### config.mk
export PLATFORM = sky130hd
export DESIGN_NAME = axis_frame_receiver
export DESIGN_NICKNAME = d
export VERILOG_FILES = /design/src/rtl/axis_frame_receiver.sv
export SDC_FILE = /design/constraint.sdc
export NUM_CORES = 1
export LEC_CHECK = 0
export ABC_AREA = 1
export CORE_MARGIN = 1.5
export CORE_UTILIZATION = 33
export DETAILED_ROUTE_END_ITERATION = 12
export GPL_TIMING_DRIVEN = 1
export SETUP_SLACK_MARGIN = 0.15
export SLEW_MARGIN = 40
export SYNTH_ARGS = -nofsm -noshare
export SYNTH_HDL_FRONTEND = slang
export SYNTH_SLANG_ARGS = --single-unit
### constraint.sdc
create_clock -name clk_i -period 4.4 [get_ports clk_i]
set_clock_uncertainty 0.2 [all_clocks]
set_input_delay 0.66 -clock clk_i [delete_from_list [all_inputs] [get_ports clk_i]]
set_output_delay 0.66 -clock clk_i [all_outputs]
set_load 0.1 [all_outputs]
### src/rtl/axis_frame_receiver.sv
// AXI4-Stream video frame sink: recovers raster coordinates, forwards pixels
// through one registered valid/ready slice and checks SOF/EOF framing.
module axis_frame_receiver #(
  parameter int H_RES      = 1024,
  parameter int V_RES      = 768,
  parameter int DATA_WIDTH = 16,
  parameter int USER_WIDTH = 1,
  parameter int CNT_WIDTH  = 16,
  localparam int CounterWidthX = $clog2(H_RES),
  localparam int CounterWidthY = $clog2(V_RES)
) (
  input  logic                     clk_i,
  input  logic                     rst_i,
  input  logic                     s_axis_tvalid_i,
  output logic                     s_axis_tready_o,
  input  logic [DATA_WIDTH-1:0]    s_axis_tdata_i,
  input  logic [USER_WIDTH-1:0]    s_axis_tuser_i,
  input  logic                     s_axis_tlast_i,
  output logic                     pix_valid_o,
  input  logic                     pix_ready_i,
  output logic [DATA_WIDTH-1:0]    pix_data_o,
  output logic [CounterWidthX-1:0] x_o,
  output logic [CounterWidthY-1:0] y_o,
  output logic                     sof_o,
  output logic                     eof_o,
  output logic                     frame_done_o,
  output logic                     frame_err_o,
  output logic [1:0]               err_code_o,
  output logic [CNT_WIDTH-1:0]     frame_cnt_o,
  output logic [CNT_WIDTH-1:0]     err_cnt_o
);

  typedef enum logic { ST_WAIT_SOF, ST_IN_FRAME } state_t;
  typedef enum logic [1:0] {
    ERR_NONE, ERR_EARLY_SOF, ERR_EARLY_LAST, ERR_MISSING_LAST
  } err_t;

  localparam logic [CounterWidthX-1:0] X_LAST = CounterWidthX'(H_RES - 1);
  localparam logic [CounterWidthY-1:0] Y_LAST = CounterWidthY'(V_RES - 1);

  state_t                   r_state, w_state_next;
  logic [CounterWidthX-1:0] r_x, w_x_next, w_out_x;
  logic [CounterWidthY-1:0] r_y, w_y_next, w_out_y;
  logic                     w_accept, w_tuser, w_at_last;
  logic                     w_emit, w_sof, w_eof, w_done, w_err;
  err_t                     w_code;

  logic                     r_valid, r_sof, r_eof, r_done, r_err;
  logic [DATA_WIDTH-1:0]    r_data;
  logic [CounterWidthX-1:0] r_out_x;
  logic [CounterWidthY-1:0] r_out_y;
  err_t                     r_code;
  logic [CNT_WIDTH-1:0]     r_frame_cnt, r_err_cnt;

  // The slice may take a new beat when empty or draining; never during reset.
  assign s_axis_tready_o = !rst_i && (!r_valid || pix_ready_i);
  assign w_accept        = s_axis_tvalid_i && s_axis_tready_o;
  assign w_tuser         = s_axis_tuser_i[0];
  assign w_at_last       = (r_x == X_LAST) && (r_y == Y_LAST);

  // NOTE: every combinational output gets a default first so no latch is inferred.
  always_comb begin
    w_state_next = r_state;
    w_x_next     = r_x;
    w_y_next     = r_y;
    w_out_x      = r_x;
    w_out_y      = r_y;
    w_emit       = 1'b0;
    w_sof        = 1'b0;
    w_eof        = 1'b0;
    w_done       = 1'b0;
    w_err        = 1'b0;
    w_code       = ERR_NONE;
    if (w_accept) begin
      if (w_tuser) begin
        // A start of frame always restarts at (0,0); inside a frame it is also an error.
        w_emit       = 1'b1;
        w_sof        = 1'b1;
        w_out_x      = '0;
        w_out_y      = '0;
        w_x_next     = CounterWidthX'(1);
        w_y_next     = '0;
        w_state_next = ST_IN_FRAME;
        if (r_state == ST_IN_FRAME) begin
          w_err  = 1'b1;
          w_code = ERR_EARLY_SOF;
        end
      end else if (r_state == ST_IN_FRAME) begin
        w_emit = 1'b1;
        if (s_axis_tlast_i && !w_at_last) begin
          w_err        = 1'b1;
          w_code       = ERR_EARLY_LAST;
          w_state_next = ST_WAIT_SOF;
        end else if (w_at_last && !s_axis_tlast_i) begin
          w_err        = 1'b1;
          w_code       = ERR_MISSING_LAST;
          w_state_next = ST_WAIT_SOF;
        end else if (w_at_last) begin
          w_eof        = 1'b1;
          w_done       = 1'b1;
          w_state_next = ST_WAIT_SOF;
        end else if (r_x == X_LAST) begin
          w_x_next = '0;
          w_y_next = r_y + CounterWidthY'(1);
        end else begin
          w_x_next = r_x + CounterWidthX'(1);
        end
      end
    end
  end

  // NOTE: sequential state uses non-blocking assignments only.
  always_ff @(posedge clk_i or posedge rst_i) begin
    if (rst_i) begin
      r_state <= ST_WAIT_SOF;
      r_x     <= '0;
      r_y     <= '0;
    end else begin
      r_state <= w_state_next;
      r_x     <= w_x_next;
      r_y     <= w_y_next;
    end
  end

  always_ff @(posedge clk_i or posedge rst_i) begin
    if (rst_i) begin
      r_valid     <= 1'b0;
      r_data      <= '0;
      r_out_x     <= '0;
      r_out_y     <= '0;
      r_sof       <= 1'b0;
      r_eof       <= 1'b0;
      r_done      <= 1'b0;
      r_err       <= 1'b0;
      r_code      <= ERR_NONE;
      r_frame_cnt <= '0;
      r_err_cnt   <= '0;
    end else begin
      // Pulses follow acceptance only, so a stalled pixel never re-reports.
      r_done <= w_done;
      r_err  <= w_err;
      if (w_accept) begin
        r_valid <= w_emit;
        r_data  <= s_axis_tdata_i;
        r_out_x <= w_out_x;
        r_out_y <= w_out_y;
        r_sof   <= w_sof;
        r_eof   <= w_eof;
      end else if (pix_ready_i) begin
        r_valid <= 1'b0;
      end
      if (w_err) begin
        r_code    <= w_code;
        r_err_cnt <= r_err_cnt + CNT_WIDTH'(1);
      end
      if (w_done) begin
        r_frame_cnt <= r_frame_cnt + CNT_WIDTH'(1);
      end
    end
  end

  assign pix_valid_o  = r_valid;
  assign pix_data_o   = r_data;
  assign x_o          = r_out_x;
  assign y_o          = r_out_y;
  assign sof_o        = r_sof;
  assign eof_o        = r_eof;
  assign frame_done_o = r_done;
  assign frame_err_o  = r_err;
  assign err_code_o   = r_code;
  assign frame_cnt_o  = r_frame_cnt;
  assign err_cnt_o    = r_err_cnt;

endmodule

Word level (Yosys, flattened, before mapping) --
Cells that the tools add are included.
Storage, ports and cells: output and inout bits 76, logic and storage cells 79, bits in writable memories 0, bits in latches 0, register bits 96, memory bits (read-only) 0, memories 0, input bits 22
Operators by class: add/sub/neg operators 4, shifts and indexed selects 0, bitwise gates (word level) 0, reductions and logical operators 15, divide/modulo/power cells 0, equality and inequality tests 5, muxes and demuxes 41, $mul 0, magnitude comparators 0
Operator list (count):
- $mux 10 | 14
- $add 16x1->16 const B | 2
- $mux 1 | 22
- $add 10x1->10 const B | 2
- $eq 10x10->1 const B | 2
- $mux 2 | 5
- $ne 2x2->1 const B | 3
- $reduce_and 6->1 | 1
- $reduce_bool 2->1 | 3
- $logic_and 1x1->1 | 5
- $reduce_and 5->1 | 1
- $logic_not 1->1 | 4
- $logic_or 1x1->1 | 1

Longest topological paths before layout --
depth after elaboration 8, gate-level depth with buffers 12, depth with buffers taken out 12

Worst setup path before layout --
No wires, ideal clock.
path kind register to register, start register r_valid (netlist: pix_valid_o), end register r_frame_cnt[3] (netlist: frame_cnt_o[3]), library setup time 122 ps, period minus slack after synthesis 3155 ps, required time 4078 ps, path buffers 1, cell stages (with the launch flop) 10, slack 1245 ps, arrival 2832 ps, cells stage by stage dfrtp_1 a21oi_2 nand2_2 nor2_4 nand2_1 nor2_2 buf_4 nand2_1 nand2_1 nand2_1
On the way: cells in the longest elaborated chain, start to end 5
RTL lines:
- start, declared | RTL line 48 | logic r_valid, r_sof, r_eof, r_done, r_err;
- start signal, assigned | RTL line 143 | r_valid <= w_emit;
- $logic_not 1->1 | RTL line 56 | assign s_axis_tready_o = !rst_i && (!r_valid || pix_ready_i);
- $logic_or 1x1->1 | RTL line 56
- $logic_and 1x1->1 | RTL line 56
- named net s_axis_tready_o | RTL line 15 | output logic s_axis_tready_o,
- $logic_and 1x1->1 | RTL line 57 | assign w_accept = s_axis_tvalid_i && s_axis_tready_o;
- $mux 1 | RTL line 74 | if (w_accept) begin
- named net w_done | RTL line 45 | logic w_emit, w_sof, w_eof, w_done, w_err;
- end signal, assigned | RTL line 157 | r_frame_cnt <= r_frame_cnt + CNT_WIDTH'(1);
- end, declared | RTL line 53 | logic [CNT_WIDTH-1:0] r_frame_cnt, r_err_cnt;
The timed path passes the listed nets, and every way through them passes these cells. A chain may end at the register's enable or synchronous reset.

Worst setup path after layout --
start input port pix_ready_i, end register r_frame_cnt[6] (netlist: frame_cnt_o[6])
On the way: cells in the longest elaborated chain, start to end 4
RTL lines:
- start, declared | RTL line 20 | input logic pix_ready_i,
- $logic_or 1x1->1 | RTL line 56
- $logic_and 1x1->1 | RTL line 56
- $logic_and 1x1->1 | RTL line 57
- $mux 1 | RTL line 74
No other way between the ends.

==> summary.txt <==
Place
  – IO Port Bufs: 97
  – Placed cell area: 0.005724 mm²
  – Final GP Congestion: 0.8240
  – Detailed placer's ending HPWL: 8672 µm
  – Cell count after placement: 902

Clock tree
  – TritonCTS clock tree: yes
  – TritonCTS Buffers: 9
  – Clock Latency Late Sink: 0.35 ns
  – Hold buffers post-CTS: 0
  – Setup bufs post-CTS: 0
  – Post-CTS resize count: 0
  – Clock tree root driver cell: clkbuf_16
  – Clock slew at reported path FFs: 0.06 ns
  – CTS sink count: 96
  – H-Tree Level Count: 3
  – Maximum root-to-sink buffer count: 2

Yosys
  – Synthesized area: 0.004947 mm²
  – Syn Nets: 658
  – Mapped Cells: 632
  – Synth Register Bits: 96
  – Synth warn: 0
  – Seq/Total Area, Yosys: 48.56%
  – Yosys cell types: 28
  – Syn avg cell area: 7.828 µm²

Drt
  – Number of DRC markers in iteration 0: 303
  – Remaining antenna violation count: 0
  – Vias per inst: 4.808
  – Final wirelength: 12,180 µm
  – Drt wl/cell: 13.27 µm
  – Detailed Routing Iterations Pass 1: 4
  – Via count: 4,414
  – DRC viols: 0

Finish
  – Layout Utilization: 41.46%
  – Final Non-Filler Cells: 918
  – Most common cell after layout, fill and taps aside: nand2_1
  – Syn-to-layout area delta: 22.26%
  – Final nets: 755
  – Fin area: 0.006048 mm²
  – Fill count: 1,475
  – Most frequent cells in the layout: nand2_1 (251), dfrtp_1 (96), buf_2 (75)
  – Multi-input gate area in the final layout: 0.002256 mm²
  – Layout cells sized above 1: 16.78%
  – Reg area: 0.002402 mm²

Global route
  – Overall Global Routing Usage: 15.75%
  – Largest net degree at the start of global routing: 41
  – First-pass GRT wire length: 20,260 µm
  – Initial antenna violation count: 0
  – Overflow after GRT: 0
  – Vias in the first global route: 4,153

Power
  – Final Power: 2.602 mW
  – Power per Cell Area: 430.2 mW/mm²
  – P_leak: 3.032 nW
  – Maximum VDD drop: 248.5 µV

STA
  – Fin crit share: 61.72%
  – Peak Freq: 368.2 MHz
  – Slew HR: 66.65%
  – Final setup fails: 0
  – Measured slew at the worst slew-check pin: 0.4996 ns
  – Setup TNS: 0 ns
  – Final Hold Viols: 0
  – RSZ-0062 raised after global routing: false
  – Final count of pins violating max slew: 0
  – Clock period minus worst slack: 2.716 ns

Worst hold path
  – WHS Path Cells: 2
  – Tightest Hold Check Type: register to register
  – Worst Hold End: pix_data_o[3]$_DFFE_PP0P_
  – Hold Crit Start: pix_data_o[3]$_DFFE_PP0P_

Critical path
  – Worst path max stage delay: 0.45 ns
  – Setup Crit Path Kind: input port to register
  – Critical Path Fanout Max: 40
  – R2R cell count: 9
  – CP cell instances: clkdlybuf4s50_1 -> inv_1 -> a21oi_2 -> nand2_2 -> buf_4 -> nor2_4 -> nand2_1 -> nor2_2 -> nand3_1 -> nand2_1 -> nand2_1
  – Reg2reg start: pix_valid_o$_DFFE_PP0P_
  – CP arrival: 2.76 ns
  – Worst Setup Start Kind: input port
  – Setup slack, reg-to-reg: 2.05 ns
  – Most used cell, CP: nand2_1
  – Critical Path RT: 4.44 ns
  – CP endpoint kind: register
  – R2r endpoint: frame_cnt_o[6]$_DFFE_PP0P_
  – Critical path's slowest cell: clkdlybuf4s50_1

Flow run
  – Max-cap violation count: 0

Floorplanning
  – Die area: 0.01574 mm²
  – Core Box Area: 0.01459 mm²
  – Std-Cell Rows: 44
  – Die Y: 125.4 µm
  – Initial Utilization: 33.91%
  – Die width: 125.4 µm
  – I/O pin total: 98

Status
  – Status: finished clean
## worst max-delay path: cells and delay by family
kind,cells,cell delay [ns]
AND/OR/NAND/NOR,7,1.13
buffers and inverters,3,0.77
AO/OA/AOI/OAI,1,0.16
## registers in the layout (all words and copies together), names as in the netlist
signal,count
r_y,10
frame_cnt_o,16
sof_o,1
eof_o,1
r_x,10
r_state,1
err_cnt_o,16
frame_done_o,1
pix_data_o,16
y_o,10
frame_err_o,1
err_code_o,2
pix_valid_o,1
x_o,10
## power by group
part           total, mW  switching [mW]  internal [mW]
registers           1.04          0.0830          0.958
clock network      0.854           0.329          0.525
logic              0.706           0.586          0.121
total               2.60           0.998           1.60
## metal layers
| metal | part of all wire [%] | track usage (%) | up-vias |
|---|---|---|---|
| met5 | 0 | 0 | - |
| met2 | 45 | 24.55 | 118 |
| met3 | 5.2 | 3.552 | 12 |
| met4 | 1.8 | 6.551 | 0 |
| met1 | 48 | 21.15 | 2066 |
| li1 | - | - | 2218 |
## cell usage after synthesis (all sizes together)
library cell  number  area (µm²)
o21ai             36       180.2
xnor2              7       61.31
nand2            261        1020
nand3             46       255.2
dfrtp             96        2402
nand3b             6       45.04
clkbuf             9       33.78
buf                8       60.05
xor2              12       105.1
a22o               6       52.55
a21oi              3       18.77
o21a               1       7.510
nor4               1       6.260
nor3               7       35.03
nor2              47       231.5
or2                3       18.77
nand4             27       168.9
ha                 4       50.05
inv               52       195.2
## cell families after synthesis
kind of cell / share of synthesized area, %
buffers and inverters: 5.842
adders and majority gates: 1.012
xor gates and xnor gates: 3.364
DFF: 48.56
and+or+nand+nor: 35.99
AOI/OAI and AO/OA: 5.235
## cell type report
type / count / share of cell area [%]
antenna: 1 / 0.04137
clock buffer: 12 / 4.241
clock inverter: 3 / 1.076
inverter: 52 / 3.269
multi-input combinational: 467 / 37.30
sequential: 96 / 39.72
tap: 184 / 3.806
timing repair buffer: 103 / 10.55
## stage by stage
| stage | hold WS, ns | setup WS [ns] |
|---|---|---|
| 3_3_place_gp | 0.2630 | 1.355 |
| 5_1_grt | 0.3080 | 1.432 |
| 3_5_place_dp | 0.2656 | 1.271 |
| 6_report | 0.2825 | 1.684 |
| 4_1_cts | 0.2863 | 1.644 |
| 2_1_floorplan | 0.2805 | 1.035 |
## worst max-delay path by stage
stage	startpoint	end	slack [ns]	depth (start not counted)
global placement	pix_ready_i	frame_cnt_o[6]$_DFFE_PP0P_	1.36	11
detailed placement	pix_ready_i	frame_cnt_o[6]$_DFFE_PP0P_	1.27	11
finish	pix_ready_i	frame_cnt_o[6]$_DFFE_PP0P_	1.68	11
CTS	pix_ready_i	frame_cnt_o[6]$_DFFE_PP0P_	1.64	11
floorplan	rst_i	eof_o$_DFFE_PP0P_	1.03	1
global route	pix_ready_i	frame_cnt_o[1]$_DFFE_PP0P_	1.43	11
Note: power is estimated with default switching activity, not from simulation.
